[src/rtl/stack_cache_window_ctrl_if.sv]
// Memory fetch port of the stack cache window controller: request channel
// (valid/ready with line address and destination slot) plus completion strobe.
interface stack_cache_window_ctrl_if #(
    parameter int ADDR_W = 16,
    parameter int SLOT_W = 2
);
    logic              fetch_req_valid;
    logic              fetch_req_ready;
    logic [ADDR_W-1:0] fetch_req_addr;
    logic [SLOT_W-1:0] fetch_req_slot;
    logic              fetch_done_valid;
    logic [SLOT_W-1:0] fetch_done_slot;

    modport master (
        output fetch_req_valid, fetch_req_addr, fetch_req_slot,
        input  fetch_req_ready, fetch_done_valid, fetch_done_slot
    );

    modport slave (
        input  fetch_req_valid, fetch_req_addr, fetch_req_slot,
        output fetch_req_ready, fetch_done_valid, fetch_done_slot
    );
endinterface

[src/rtl/stack_cache_window_ctrl.sv]
// Line-window controller for the stack cache: keeps a ring of NUM_LINES slots around the head line.
// Optional STACK_CACHE_PREPOP_EN adds a prepop input that shifts the load window one line toward push.
module stack_cache_window_ctrl #(
    parameter int ADDR_W     = 16,
    parameter int LINE_OFF_W = 3,
    parameter int NUM_LINES  = 4,
    parameter int PUSH_LINES = 1
) (
    input  logic                         clk,
    input  logic                         async_rst_n,
    input  logic                         clk_en,
    input  logic                         new_sp_valid,
    input  logic [ADDR_W-1:0]            new_sp,
    input  logic [ADDR_W-1:0]            push_bound,
    input  logic [ADDR_W-1:0]            pop_bound,
    input  logic                         push_cross,
    input  logic                         pop_cross,
    output logic                         cross_ready,
    output logic                         busy,
    output logic [$clog2(NUM_LINES)-1:0] head_slot,
    output logic [NUM_LINES-1:0]         slot_valid,
    input  logic [NUM_LINES-1:0]         dirty,
    output logic [NUM_LINES-1:0]         evict_req,
`ifdef STACK_CACHE_PREPOP_EN
    input  logic                         prepop,
`endif
    stack_cache_window_ctrl_if.master    fetch
);
    localparam int SLOT_W    = $clog2(NUM_LINES);
    localparam int LINE_W    = ADDR_W - LINE_OFF_W;
    localparam int POP_LINES = NUM_LINES - 1 - PUSH_LINES;

    // Claimed slots wait in PEND while dirty data drains; EVICT is kept for encoding compatibility.
    typedef enum logic [2:0] {
        SLOT_INVALID, SLOT_EVICT, SLOT_PEND, SLOT_FETCHING, SLOT_VALID
    } slot_state_e;

    typedef enum logic [1:0] {
        ST_IDLE, ST_EVICT_WAIT, ST_ISSUE, ST_DRAIN
    } fsm_state_e;

    fsm_state_e        state_q, state_d;
    slot_state_e       slot_q [NUM_LINES];
    slot_state_e       slot_d [NUM_LINES];
    logic [LINE_W-1:0] head_q, head_d;
    logic              cross_ready_q;

    logic [SLOT_W-1:0] win_lo, win_hi;   // window extent below / above the head line
    logic [SLOT_W-1:0] load_lo;

    logic [LINE_W-1:0] pop_line, push_line;
    assign pop_line  = pop_bound[ADDR_W-1:LINE_OFF_W];
    assign push_line = push_bound[ADDR_W-1:LINE_OFF_W];

    logic unused_offset_bits;
    assign unused_offset_bits = ^{new_sp[LINE_OFF_W-1:0], pop_bound[LINE_OFF_W-1:0],
                                  push_bound[LINE_OFF_W-1:0]};

    function automatic logic in_bounds(input logic [LINE_W-1:0] line,
                                       input logic [LINE_W-1:0] lo,
                                       input logic [LINE_W-1:0] hi);
        return (line >= lo) && (line <= hi);
    endfunction

`ifdef STACK_CACHE_PREPOP_EN
    logic [SLOT_W-1:0] win_lo_q, win_lo_d, win_hi_q, win_hi_d;

    always_ff @(posedge clk or negedge async_rst_n) begin
        if (!async_rst_n) begin
            win_lo_q <= SLOT_W'(POP_LINES);
            win_hi_q <= SLOT_W'(PUSH_LINES);
        end else if (clk_en) begin
            win_lo_q <= win_lo_d;
            win_hi_q <= win_hi_d;
        end
    end

    assign win_lo   = win_lo_q;
    assign win_hi   = win_hi_q;
    assign load_lo  = prepop ? SLOT_W'(POP_LINES - 1) : SLOT_W'(POP_LINES);
    assign win_lo_d = new_sp_valid ? load_lo : win_lo_q;
    assign win_hi_d = new_sp_valid ? (prepop ? SLOT_W'(PUSH_LINES + 1) : SLOT_W'(PUSH_LINES))
                                   : win_hi_q;
`else
    assign win_lo  = SLOT_W'(POP_LINES);
    assign win_hi  = SLOT_W'(PUSH_LINES);
    assign load_lo = SLOT_W'(POP_LINES);
`endif

    logic [NUM_LINES-1:0] pend_mask;
    always_comb begin
        for (int s = 0; s < NUM_LINES; s++) begin
            pend_mask[s]  = (slot_q[s] == SLOT_PEND);
            slot_valid[s] = (slot_q[s] == SLOT_VALID);
        end
    end

    // Fetch order: head, then pop side nearest first, then push side nearest first.
    logic              req_found;
    logic [LINE_W-1:0] req_line, cand_line;
    logic [SLOT_W-1:0] req_slot;
    always_comb begin
        req_found = 1'b0;
        req_line  = '0;
        req_slot  = '0;
        cand_line = head_q;
        for (int i = 0; i < NUM_LINES; i++) begin
            if (i == 0)                  cand_line = head_q;
            else if (i <= int'(win_lo))  cand_line = head_q - LINE_W'(i);
            else                         cand_line = head_q + LINE_W'(i - int'(win_lo));
            if (!req_found && slot_q[cand_line[SLOT_W-1:0]] == SLOT_PEND) begin
                req_found = 1'b1;
                req_line  = cand_line;
                req_slot  = cand_line[SLOT_W-1:0];
            end
        end
    end

    logic [LINE_W-1:0] new_line, load_head, load_base, load_line;
    logic [SLOT_W-1:0] load_off;
    logic              pend_left, fetching_left;

    // NOTE: every variable driven here gets a default first, otherwise paths that skip it infer latches.
    always_comb begin
        state_d       = state_q;
        head_d        = head_q;
        slot_d        = slot_q;
        new_line      = '0;
        load_head     = '0;
        load_base     = '0;
        load_line     = '0;
        load_off      = '0;
        pend_left     = 1'b0;
        fetching_left = 1'b0;

        if (fetch.fetch_done_valid && slot_q[fetch.fetch_done_slot] == SLOT_FETCHING)
            slot_d[fetch.fetch_done_slot] = SLOT_VALID;

        unique case (state_q)
            ST_IDLE: begin
                // Simultaneous push and pop crossings cancel and are ignored.
                if (cross_ready_q && (push_cross != pop_cross)) begin
                    if (push_cross) begin
                        head_d   = head_q + LINE_W'(1);
                        new_line = head_q + LINE_W'(1) + LINE_W'(win_hi);
                    end else begin
                        head_d   = head_q - LINE_W'(1);
                        new_line = head_q - LINE_W'(1) - LINE_W'(win_lo);
                    end
                    if (in_bounds(new_line, pop_line, push_line)) begin
                        slot_d[new_line[SLOT_W-1:0]] = SLOT_PEND;
                        state_d = ST_EVICT_WAIT;
                    end else begin
                        slot_d[new_line[SLOT_W-1:0]] = SLOT_INVALID;
                    end
                end
            end
            ST_EVICT_WAIT: if ((dirty & pend_mask) == '0) state_d = ST_ISSUE;
            ST_ISSUE:      if (req_found && fetch.fetch_req_ready) slot_d[req_slot] = SLOT_FETCHING;
            default: ;
        endcase

        for (int s = 0; s < NUM_LINES; s++) begin
            pend_left     = pend_left     | (slot_d[s] == SLOT_PEND);
            fetching_left = fetching_left | (slot_d[s] == SLOT_FETCHING);
        end
        if (state_q == ST_ISSUE && !pend_left)     state_d = ST_DRAIN;
        if (state_q == ST_DRAIN && !fetching_left) state_d = ST_IDLE;

        // A new stack pointer rebuilds the whole window; in-flight fetches are abandoned.
        if (new_sp_valid) begin
            load_head = new_sp[ADDR_W-1:LINE_OFF_W];
            load_base = load_head - LINE_W'(load_lo);
            for (int s = 0; s < NUM_LINES; s++) begin
                load_off  = SLOT_W'(s) - load_base[SLOT_W-1:0];
                load_line = load_base + LINE_W'(load_off);
                slot_d[s] = in_bounds(load_line, pop_line, push_line) ? SLOT_PEND : SLOT_INVALID;
            end
            head_d  = load_head;
            state_d = ST_EVICT_WAIT;
        end
    end

    // NOTE: the slot-state array is control state, not storage, so it is reset with the FSM.
    always_ff @(posedge clk or negedge async_rst_n) begin
        if (!async_rst_n) begin
            state_q       <= ST_IDLE;
            head_q        <= '0;
            cross_ready_q <= 1'b0;
            for (int s = 0; s < NUM_LINES; s++) slot_q[s] <= SLOT_INVALID;
        end else if (clk_en) begin
            state_q       <= state_d;
            head_q        <= head_d;
            cross_ready_q <= (state_d == ST_IDLE);
            slot_q        <= slot_d;
        end
    end

    assign busy        = (state_q != ST_IDLE);
    assign cross_ready = cross_ready_q;
    assign head_slot   = head_q[SLOT_W-1:0];
    assign evict_req   = (state_q == ST_EVICT_WAIT) ? (dirty & pend_mask) : '0;

    assign fetch.fetch_req_valid = (state_q == ST_ISSUE) && req_found;
    assign fetch.fetch_req_addr  = req_found ? {req_line, {LINE_OFF_W{1'b0}}} : '0;
    assign fetch.fetch_req_slot  = req_slot;
endmodule

[src/flat_wrapper.sv]
// flat-port wrapper written by rule: the top's interface ports become plain ports
module stack_cache_window_ctrl_flat 
#(
    parameter int ADDR_W     = 16,
    parameter int LINE_OFF_W = 3,
    parameter int NUM_LINES  = 4,
    parameter int PUSH_LINES = 1
)
  (clk, async_rst_n, clk_en, new_sp_valid, new_sp, push_bound, pop_bound, push_cross, pop_cross, cross_ready, busy, head_slot, slot_valid, dirty, evict_req, fetch_fetch_req_valid, fetch_fetch_req_addr, fetch_fetch_req_slot, fetch_fetch_req_ready, fetch_fetch_done_valid, fetch_fetch_done_slot);
  stack_cache_window_ctrl_if #(.ADDR_W(ADDR_W), .SLOT_W(2)) fetch_i ();
  input  logic clk;
  input  logic async_rst_n;
  input  logic clk_en;
  input  logic new_sp_valid;
  input  logic [ADDR_W-1:0] new_sp;
  input  logic [ADDR_W-1:0] push_bound;
  input  logic [ADDR_W-1:0] pop_bound;
  input  logic push_cross;
  input  logic pop_cross;
  output logic cross_ready;
  output logic busy;
  output logic [$clog2(NUM_LINES)-1:0] head_slot;
  output logic [NUM_LINES-1:0] slot_valid;
  input  logic [NUM_LINES-1:0] dirty;
  output logic [NUM_LINES-1:0] evict_req;
  output wire logic [$bits(fetch_i.fetch_req_valid)-1:0] fetch_fetch_req_valid;
  output wire logic [$bits(fetch_i.fetch_req_addr)-1:0] fetch_fetch_req_addr;
  output wire logic [$bits(fetch_i.fetch_req_slot)-1:0] fetch_fetch_req_slot;
  input wire logic [$bits(fetch_i.fetch_req_ready)-1:0] fetch_fetch_req_ready;
  input wire logic [$bits(fetch_i.fetch_done_valid)-1:0] fetch_fetch_done_valid;
  input wire logic [$bits(fetch_i.fetch_done_slot)-1:0] fetch_fetch_done_slot;
  assign fetch_fetch_req_valid = fetch_i.fetch_req_valid;
  assign fetch_fetch_req_addr = fetch_i.fetch_req_addr;
  assign fetch_fetch_req_slot = fetch_i.fetch_req_slot;
  assign fetch_i.fetch_req_ready = fetch_fetch_req_ready;
  assign fetch_i.fetch_done_valid = fetch_fetch_done_valid;
  assign fetch_i.fetch_done_slot = fetch_fetch_done_slot;
  stack_cache_window_ctrl #(.ADDR_W(ADDR_W), .LINE_OFF_W(LINE_OFF_W), .NUM_LINES(NUM_LINES), .PUSH_LINES(PUSH_LINES)) u_core (.clk(clk), .async_rst_n(async_rst_n), .clk_en(clk_en), .new_sp_valid(new_sp_valid), .new_sp(new_sp), .push_bound(push_bound), .pop_bound(pop_bound), .push_cross(push_cross), .pop_cross(pop_cross), .cross_ready(cross_ready), .busy(busy), .head_slot(head_slot), .slot_valid(slot_valid), .dirty(dirty), .evict_req(evict_req), .fetch(fetch_i));
endmodule
[config.mk]
export PLATFORM = sky130hd
export DESIGN_NAME = stack_cache_window_ctrl_flat
export DESIGN_NICKNAME = d
export VERILOG_FILES = /design/src/rtl/stack_cache_window_ctrl_if.sv /design/src/rtl/stack_cache_window_ctrl.sv /design/src/flat_wrapper.sv
export SDC_FILE = /design/constraint.sdc
export NUM_CORES = 1
export LEC_CHECK = 0
export ABC_AREA = 1
export CAP_MARGIN = 5
export CORE_MARGIN = 5
export CORE_UTILIZATION = 53
export CTS_CLUSTER_DIAMETER = 120
export DETAILED_ROUTE_END_ITERATION = 10
export HOLD_SLACK_MARGIN = 0.1
export MAX_ROUTING_LAYER = met4
export PLACE_DENSITY_LB_ADDON = 0.08
export SKIP_LAST_GASP = 1
export SLEW_MARGIN = 5
export SYNTH_ARGS = -nofsm -noshare
export SYNTH_HDL_FRONTEND = slang
export SYNTH_SLANG_ARGS = --single-unit
[constraint.sdc]
create_clock -name clk -period 4.1 [get_ports clk]
set_input_delay 1.23 -clock clk [delete_from_list [all_inputs] [get_ports clk]]
set_output_delay 1.23 -clock clk [all_outputs]
set_load 0.01 [all_outputs]
==> results_dict.tcl, run 1 <==
set metrics [dict create \
    outcome "finished, violations left" \
    violations "setup timing" \
    end_kind "flip-flop" \
    drv_slew 0 \
    synth.area.top_cells "ha_1, nand2_1, dfrtp_1, inv_1, xor2_1" \
    power_mw 4.17 \
    drt-initial-drc-count 747 \
    cts_hold_buf 0 \
    grt_max_degree 29 \
    dp_cells 1699 \
    syn_area_per_cell_um2 6.26 \
    p_sw_mw 2.10 \
    worst-setup-path-type "reg2reg" \
    p_leak_nw 5.79 \
    synth_flop_cell "dfrtp_1" \
    ys.warnings.count 0 \
    yosysTopAreaCellShare 0.209 \
    gp_congestion 0.981 \
    worst_slack_ns -0.294 \
    insertedDiodeCount 0 \
    synth_edf_count 0 \
    cpPeakStageDelay_ns 0.47 \
    fin_skew_ns 0.00163 \
    routed_wl_mm 29.7 \
    die_h_um 131 \
    cp-start-kind "flip-flop" \
    setup-violations-final 4 \
    antenna_found_initial 0 \
    rsz0062_at_grt "yes" \
    hpwl_mm 23.3 \
    syn_to_final_growth_pct 48.8 \
    drt_first_pass_iters 6 \
    fillCellCount 1076 \
    power_density_nw_per_um2 363 \
    peakVddDrop_mv 0.258 \
    p_int_mw 2.07 \
    initial_core_util 0.535 \
    pwr-share-seq 0.099 \
    sw_frac_of_total 0.504 \
    utilization 0.797 \
    worstPathArrival_ns 4.57 \
    power_frac_comb 0.827 \
    finalCritPeriodShare 1.07 \
    cts_num_sinks 28 \
    drive_above_1_share 0.311 \
    period_needed_ns 4.39 \
    ioPinCount 93 \
    hold_viol_final 0 \
    grt-ovfl-total 0 \
    grt_pass1_wl_mm 45.5 \
    relSlewSlack 0.606 \
    synth_most_common_cell "nand2_1" \
    clock-root-buffer "clkbuf_16" \
    synth.distinct_cells 58 \
    drc 0 \
    port_buffers 80 \
    core_um2 14400 \
    clkTransAtPathRegs_ns 0.08 \
    via_count 9648 \
    ys_seq_area_frac 0.0907 \
    wl_per_cell_um 17.1 \
    dp_worst_setup_slack_ns -0.783 \
    final_cell_count_no_fill 1734 \
    die-area_um2 17100 \
    insertion_delay_ns 0.27 \
    hold_ws_ns 0.591 \
    htree_num_levels 1 \
    crit_required_ns 4.27 \
    numCtsBuffers 3 \
    ant_nets 0 \
    worst_pin_slew_ns 0.589 \
    synth_common_cells "nand2_1, inv_1, ha_1" \
    ys_async_sr_fraction 1.00 \
    cp_max_fo 4 \
    cts_tree "yes" \
    grt_pass1_vias 9279 \
    synth_area_um2 7720 \
    min_path_type "reg2reg" \
    ys_ff_latch 28 \
    die_w_um 131 \
    rows 44 \
    synth_area_leader_cell "ha_1" \
    synthCells 1234 \
    cp_slowest_cell "dfrtp_2" \
    clock_path_buffers 2 \
    max_freq_mhz 228 \
    grt_use_total 0.346 \
    pwr-share-clk 0.074 \
    r2r_slack_ns -0.29 \
    routed_via_density 5.56 \
    fin_nets 1742 \
    maxCapViolations 0 \
]
## cell families (layout without fill, tap and decap cells)
group,Yosys count,in the layout,share of synthesized area
AND/OR/NAND/NOR,569,569,0.335
AO/OA/AOI/OAI,216,216,0.166
XOR/XNOR,67,67,0.0789
other,1,3,0.000486
flip-flops,28,28,0.0907
buffers and inverters,224,538,0.119
adder cells (fa/ha/maj),129,129,0.209
## flip-flops by register name, summed over array words and instances, names as in the netlist
signal	count
u_core.cross_ready	1
u_core.slot_q	12
u_core.head_q	13
u_core.state_q	2
## worst max-delay path: cells and delay by family (launching register included)
kind	cells	cell delay [ns]
adder cells (fa/ha/maj)	2	0.34
AO/OA/AOI/OAI	3	0.51
buffers and inverters	5	0.36
XOR/XNOR	1	0.20
flip-flops	1	0.47
AND/OR/NAND/NOR	22	2.41
## layer usage
| metal | share of wire | GRT usage | up-vias |
|---|---|---|---|
| li1 | - | - | 4725 |
| met1 | 0.40 | 0.423 | 4428 |
| met2 | 0.49 | 0.597 | 416 |
| met3 | 0.069 | 0.0215 | 79 |
| met4 | 0.043 | 0.134 | 0 |
| met5 | 0 | - | - |
## worst paths after layout
| kind | start | endpoint | cells past startpoint |
|---|---|---|---|
| worst max-delay path | u_core.head_q[1] | u_core.cross_ready | 33 |
| worst min register to register | u_core.cross_ready | u_core.cross_ready | 2 |
| worst max register to register | u_core.head_q[1] | u_core.cross_ready | 33 |
| min in group asynchronous | async_rst_n | u_core.head_q[7] | 2 |
| max in group asynchronous | async_rst_n | u_core.head_q[1] | 2 |
| worst min-delay path | u_core.cross_ready | u_core.cross_ready | 2 |
## cell usage in the layout (no fill, tap or decap), types with 16 or more instances in the layout
cell type,instances
xor2_2,16
nand4_1,26
clkdlybuf4s50_1,63
buf_4,253
inv_2,28
nand2_1,260
nand3_2,16
nor2_2,23
o21ai_1,16
ha_4,18
inv_1,154
nor2_4,17
ha_1,110
xor2_1,47
nor2_1,92
dfrtp_1,26
a21oi_1,65
nand3_1,63
nand2_2,26
o21ai_0,49
## power groups by stage
stage | logic, mW | clock network, mW | registers [mW]
CTS | 3.15 | 0.306 | 0.408
finish | 3.45 | 0.307 | 0.413
detailed placement | 3.05 | 0 | 0.407
global route | 3.74 | 0.314 | 0.420
global placement | 3.01 | 0 | 0.407
floorplan | 1.74 | 0 | 0.374
## layout make-up
type / instances / area, um^2 / area share
multi-input combinational: 984 / 6920 / 0.602
clock buffer: 3 / 75.1 / 0.00653
timing repair inverter: 1 / 7.51 / 0.000653
clock inverter: 1 / 30.0 / 0.00261
tap: 184 / 230 / 0.0200
inverter: 190 / 723 / 0.0629
timing repair buffer: 343 / 2800 / 0.244
sequential: 28 / 703 / 0.0612
## through the flow
stage               TNS (ns)  cell area (um^2)
CTS                   -0.786             10900
detailed placement     -4.54             10300
finish                 -1.02             11500
global placement       -3.99             10300
floorplan                  0              7750
global route           -2.05             11500
## repair_timing
item | CTS | global route
gates resized for setup | 112 | 124
hold endpoints to repair | 0 | 0
pin swaps | 51 | 86
buffers inserted | 14 | 17
cloned | 1 | 0
setup endpoints to repair | 18 | 16
(Power assumes the default switching activity.)
==> run 2, diff against run 1 <==
- SETUP_SLACK_MARGIN: default -> 0.05
==> run 2 against run 1 <==
Compared with the run above: the flow still finishes with violations (setup timing); sequential power fell by 2%; critical path type is now in2reg; wire length fell by 1.6%; register-to-register slack improved by 0.10 ns; combinational power barely moved; highest routed layer unchanged; largest cell class unchanged; cell area rose by 0.24%; first-iteration DRC count fell by 7.5%; critical path depth fell by 8.
==> results_dict.tcl, run 2 (synthesized netlist as in run 1, its figures left out) <==
set metrics [dict create \
    outcome "finished, violations left" \
    violations "setup timing" \
    crit_required_ns 4.32 \
    dr_wl_met2_mm 14.3 \
    clock_path_buffers 2 \
    grt_pass1_vias 9081 \
    cts_tree "yes" \
    hpwl_mm 23.0 \
    numCtsBuffers 3 \
    power_frac_comb 0.831 \
    insertion_delay_ns 0.27 \
    cts_hold_buf 0 \
    routed_via_density 5.59 \
    routed_wl_mm 29.3 \
    rsz0062_at_grt "yes" \
    port_buffers 80 \
    hold_viol_final 0 \
    maxCapViolations 0 \
    die_h_um 131 \
    worst_slack_ns -0.203 \
    setup-violations-final 4 \
    period_needed_ns 4.30 \
    pwr-share-clk 0.072 \
    cp-start-kind "input pin" \
    m1WireLength_mm 12.0 \
    dp_worst_setup_slack_ns -0.726 \
    cp_max_fo 3 \
    rows 44 \
    largest_register_ffs 13 \
    clock-root-buffer "clkbuf_16" \
    initial_core_util 0.535 \
    ant_nets 0 \
    utilization 0.799 \
    clkTransAtPathRegs_ns 0.08 \
    rr_endpoint "u_core.cross_ready" \
    p_leak_nw 5.79 \
    grt-ovfl-total 0 \
    fillCellCount 1062 \
    grt_max_degree 29 \
    multi_input_area_um2 6960 \
    core_um2 14400 \
    end_kind "flip-flop" \
    cp-endpoint "u_core.cross_ready" \
    grt_pass1_wl_mm 44.7 \
    drv_slew 0 \
    p_int_mw 2.06 \
    worstPathArrival_ns 4.52 \
    final_common_cell "nand2_1" \
    die_w_um 131 \
    pwr-share-seq 0.097 \
    finalCritPeriodShare 1.05 \
    fin_nets 1748 \
    peakVddDrop_mv 0.201 \
    rr_worst_depth 36 \
    largestRegisters "u_core.head_q x13, u_core.slot_q x12, u_core.state_q x2" \
    p_sw_mw 2.09 \
    worst-setup-path-type "in2reg" \
    seq_area_um2 702 \
    drive_above_1_share 0.321 \
    syn_to_final_growth_pct 49.2 \
    drt_first_pass_iters 6 \
    crit_start "push_cross" \
    power_density_nw_per_um2 361 \
    max_freq_mhz 232 \
    insertedDiodeCount 0 \
    drt-initial-drc-count 691 \
    die-area_um2 17100 \
    min_from "u_core.cross_ready" \
    top_layer "met4" \
    htree_num_levels 1 \
    cts_num_sinks 28 \
    sw_frac_of_total 0.504 \
    min_path_type "reg2reg" \
    grt_use_total 0.340 \
    r2r_slack_ns -0.19 \
    drc 0 \
    antenna_found_initial 0 \
    fin_skew_ns 0.00701 \
    ioPinCount 93 \
    via_count 9732 \
    wl_met3_mm 1.72 \
    gp_congestion 1.02 \
    wl_per_cell_um 16.8 \
    largest_register "u_core.head_q" \
    r2r-start "u_core.head_q[1]" \
    final_cell_mix "nand2_1, buf_4, inv_1" \
]
## run 2: area by class of cell
type | count | area share
inverter | 190 | 0.0621
timing repair inverter | 1 | 0.000652
sequential | 28 | 0.0609
multi-input combinational | 984 | 0.604
tap | 184 | 0.0200
clock inverter | 1 | 0.00261
timing repair buffer | 349 | 0.243
clock buffer | 3 | 0.00652
## run 2: per-layer routing
layer	track usage	up-vias
li1	-	4744
met1	0.426	4469
met2	0.582	434
met3	0.0134	85
met4	0.132	0
met5	-	-
## run 2: metrics by stage
stage	hold WS (ns)	setup TNS (ns)	total power, mW	cells	area [um^2]
6_report	0.582	-0.512	4.16	1740	11500
5_1_grt	0.601	-2.35	4.49	1740	11500
4_1_cts	0.577	-0.479	3.92	1731	11100
3_5_place_dp	0.560	-4.38	3.47	1703	10400
3_3_place_gp	0.552	-3.91	3.42	1703	10400
2_1_floorplan	0.534	0	2.11	1236	7750
## run 2: repair_timing
action                     in CTS  in global routing
setup endpoints to repair      18                 21
pin swaps                      76                 62
gates cloned                    1                  0
gates resized for setup       151                106
setup buffers                  24                 11
## run 2: worst min-delay path by stage
stage	to	cells past startpoint
2_1_floorplan	u_core.cross_ready	2
3_3_place_gp	u_core.cross_ready	2
3_5_place_dp	u_core.cross_ready	2
4_1_cts	u_core.cross_ready	2
5_1_grt	u_core.cross_ready	2
6_report	u_core.cross_ready	2
## run 2: worst max-delay path, stage by stage
cell and delay, ns:
clkdlybuf4s50_1 0.54, inv_1 0.10, or2_2 0.33, o32ai_2 0.29
a21oi_2 0.11, ha_1 0.33, nand2_2 0.08, nor2_4 0.11
nor3b_4 0.20, nand3_1 0.10, nand2_2 0.09, nand2_2 0.07
inv_2 0.06, nand2_1 0.04, nand2_1 0.08, nand2_2 0.09
nor2_4 0.10, nand3_1 0.08, nand2_1 0.07, clkinv_1 0.05
nand3_1 0.08, nand2_1 0.07, nand3_2 0.09, nand3_1 0.07
nand2_1 0.06
## run 2: power groups by stage
stage	registers (mW)	clock network, mW	logic, mW
global route	0.409	0.309	3.77
detailed placement	0.400	0	3.07
global placement	0.398	0	3.02
floorplan	0.374	0	1.74
finish	0.404	0.298	3.46
CTS	0.398	0.297	3.22
==> run 3, diff against run 2 <==
- CTS_CLUSTER_SIZE: default -> 25
==> results of run 3 <==
The final DEF is identical to that of run 2; final timing and power are the same.
